### src/rtl/adder_i8_i8_i8.sv
// 8-bit wrap-around adder (y = a + b mod 256) with an explicit ripple-carry chain.
// Latency 0; no flow control; clock/reset are present only for port-list uniformity.
module adder_i8_i8_i8 #(
    parameter int WIDTH = 8
) (
    input  logic             clock,
    input  logic             reset,
    input  logic [WIDTH-1:0] a,
    input  logic [WIDTH-1:0] b,
    output logic [WIDTH-1:0] y
);

    if (WIDTH != 8) begin : g_width_check
        $error("adder_i8_i8_i8: only WIDTH == 8 is supported");
    end

    // Each stage owns its carry signals so the chain never feeds back into a single vector.
    for (genvar i = 0; i < WIDTH; i++) begin : g_bit
        logic w_p;
        logic w_g;
        logic w_cin;
        logic w_cout;

        assign w_p = a[i] ^ b[i];
        assign w_g = a[i] & b[i];

        if (i == 0) begin : g_lsb
            assign w_cin = 1'b0;
        end else begin : g_chain
            assign w_cin = g_bit[i-1].w_cout;
        end

        assign w_cout = w_g | (w_p & w_cin);
        assign y[i]   = w_p ^ w_cin;
    end

    // Carry-out is discarded; clock and reset drive nothing.
    logic w_unused;
    assign w_unused = &{1'b0, clock, reset, g_bit[WIDTH-1].w_cout};

endmodule

### config.mk
export PLATFORM = sky130hd
export DESIGN_NAME = adder_i8_i8_i8
export DESIGN_NICKNAME = d
export VERILOG_FILES = /design/src/rtl/adder_i8_i8_i8.sv
export SDC_FILE = /design/constraint.sdc
export NUM_CORES = 1
export LEC_CHECK = 0
export ABC_AREA = 1
export BUFFER_PORTS_ARGS = -buffer_cell sky130_fd_sc_hd__clkbuf_2
export CAP_MARGIN = 5
export CELL_PAD_IN_SITES_DETAIL_PLACEMENT = 2
export CELL_PAD_IN_SITES_GLOBAL_PLACEMENT = 2
export CORE_AREA = 2 2 39 41
export DETAILED_ROUTE_END_ITERATION = 6
export DIE_AREA = 0 0 41 43
export MAX_ROUTING_LAYER = met4
export PLACE_DENSITY = 0.77
export SLEW_MARGIN = 40
export SYNTH_ARGS = -nofsm -noshare
export SYNTH_HDL_FRONTEND = slang
export SYNTH_SLANG_ARGS = --single-unit
### constraint.sdc
create_clock -name vclk -period 13.55
set_clock_uncertainty 0.15 [all_clocks]
set_input_delay 2.71 -clock vclk [all_inputs]
set_output_delay 2.71 -clock vclk [all_outputs]
set_load 0.01 [all_outputs]
==> impl_results.md <==
- Post-CTS Resized: 0
- Crit Path Class: in2out
- Final Hold Viols: 0
- Arrival @ worst endpoint: 5.66 ns
- Gpl congestion: 0.623
- Max Fclk: 117 MHz
- Post-synth top area cell: fa_1
- Die Height: 43 um
- Required time worst endpoint: 10.69 ns
- Area added between synthesis and finish: 74.6%
- Overall Power: 14.1 uW
- Commonest cells after routing, fill and taps aside: 24 x clkbuf_2, 6 x fa_1, 4 x nand2_1
- Final min period: 8.52 ns
- Worst VDD drop: 0.00000748 V
- Max-slew headroom: 93.7%
- Initial DRC Count: 0
- GR Overflow Total: 0
- # nets final: 67
- Final design utilization: 22.4%
- Post-DP HPWL: 609 um
- Seq cells: 0
- Register Area: 0 um^2
- Io pins: 26
- # DRC: 0
- Netlist cell types: 7
- Setup TNS: 0 ns
- Layout cell share with drive strength beyond 1: 62.5%
- Adder-cell share of the synthesized area: 74.6%
- Initial Util: 12.8%
- Clock Buffer Count: 0
- Worst min path class: in2out
- Net Count, Synth: 42
- GRT Overall Usage: 6.69%
- Initial DRT Pass Iterations: 1
- Total Routed Length: 578 um
- Core box area: 0.00138 mm^2
- Worst slew pin tran: 0.0946 ns
- Post-synthesis mux area share: 0%
- Vias in the first global route: 227
- Full die area: 0.00176 mm^2
- Main combinational cell family by area after synthesis: adder cells
- Postcts setup bufs: 0
- Max FO, Critical Path: 2
- Largest net degree at the start of global routing: 3
- Via count: 212
- Top cell type's share of synthesized area: 67.6%
- Num rows: 14
- PwrDens: 45.3 mW/mm^2
- Avg WL per Cell: 10.3 um
- Synth area leaders: fa_1 68%, nand2_1 8.5%, ha_1 7.0%, inv_1 6.3%, buf_4 4.2%
- RSZ-0062 raised after global routing: no
- First-pass GRT wire length: 807 um
- Die width: 41 um
- Most common library cell in the layout ignoring fill and taps: clkbuf_2
- Synth Area in Simple Gates: 14.8%
- Outcome: finished, final reports clean
- Period utilization: 62.9%
- Number of port buffers: 24
- ANT cells: 0
- Seq/Total Area, Yosys: 0%
- Critical Path End: y[7]
- Minimum hold slack: 5.58 ns
- Vias per cell: 3.79
- Pleak: 0.000186 uW
- Slew Viols, Final: 0
- Final setup vio count: 0
- Synth Area in Compound Gates: 0%
- Mapped Area: 178 um^2
- Initial antenna violation count: 0
- Post-Syn Instances: 17
- Worst Setup SP: a[0]
- Post-Syn Area per Cell: 10.5 um^2
- Critical path capture point type: output pin
- Yosys Warn Count: 0
- CTS hold repair buffers: 0
- XOR/XNOR share of the synthesized area: 0%
- Antenna viol nets, final: 0
- Max cap viols: 0
- CP Launch Type: primary input
==> cells in the mapped netlist, drive strengths merged <==
| cell | n |
|---|---|
| fa | 6 |
| nand2 | 5 |
| inv | 3 |
| buf | 1 |
| ha | 1 |
| nand3 | 1 |
==> through the flow <==
stage | setup WS [ns] | instances | cell area [um^2]
after floorplan | 5.30 | 17 | 178
after global placement | 5.05 | 56 | 310
after detailed placement | 4.98 | 56 | 310
after CTS | 4.97 | 56 | 310
after global routing | 4.89 | 56 | 310
final | 5.03 | 56 | 310
==> routing by layer <==
layer,vias to the layer above,wire (um),GRT usage (%)
li1,95,-,-
met1,94,140,4.50
met2,23,293,14.1
met3,0,144,3.14
met4,0,0,0
met5,-,0,-
==> cell families after synthesis <==
group	count (synthesis)
buffers and inverters	4
adders and majority gates	7
and+or+nand+nor	6
==> worst min path at each step <==
| stage | from | endpoint | slack [ns] | cells past startpoint |
|---|---|---|---|---|
| floorplan | b[1] | y[1] | 5.46 | 1 |
| global placement | b[0] | y[0] | 5.58 | 3 |
| detailed placement | b[0] | y[0] | 5.59 | 3 |
| CTS | b[0] | y[0] | 5.59 | 3 |
| global route | b[0] | y[0] | 5.61 | 3 |
| finish | b[0] | y[0] | 5.58 | 3 |
==> where the power goes <==
part | internal, uW | leakage (uW) | switching (uW)
combinational | 6.69 | 0.000186 | 7.37
sequential | 0 | 0 | 0
clock | 0 | 0 | 0
total | 6.69 | 0.000186 | 7.37
==> final cells by class <==
type / instances / area (um^2)
Inverter: 3 / 11.3
Fill cell: 167 / 1070
Multi-Input combinational cell: 13 / 159
Tap cell: 16 / 20.0
Timing Repair Buffer: 24 / 120
==> critical path: stages <==
cell,delay [ns]
clkbuf_2,0.08
ha_1,0.19
fa_1,0.37
fa_1,0.40
fa_1,0.39
fa_1,0.40
fa_1,0.39
fa_1,0.39
inv_1,0.07
nand3_1,0.07
nand2_1,0.06
clkbuf_2,0.12
Note: power is estimated with default switching activity, not from simulation.
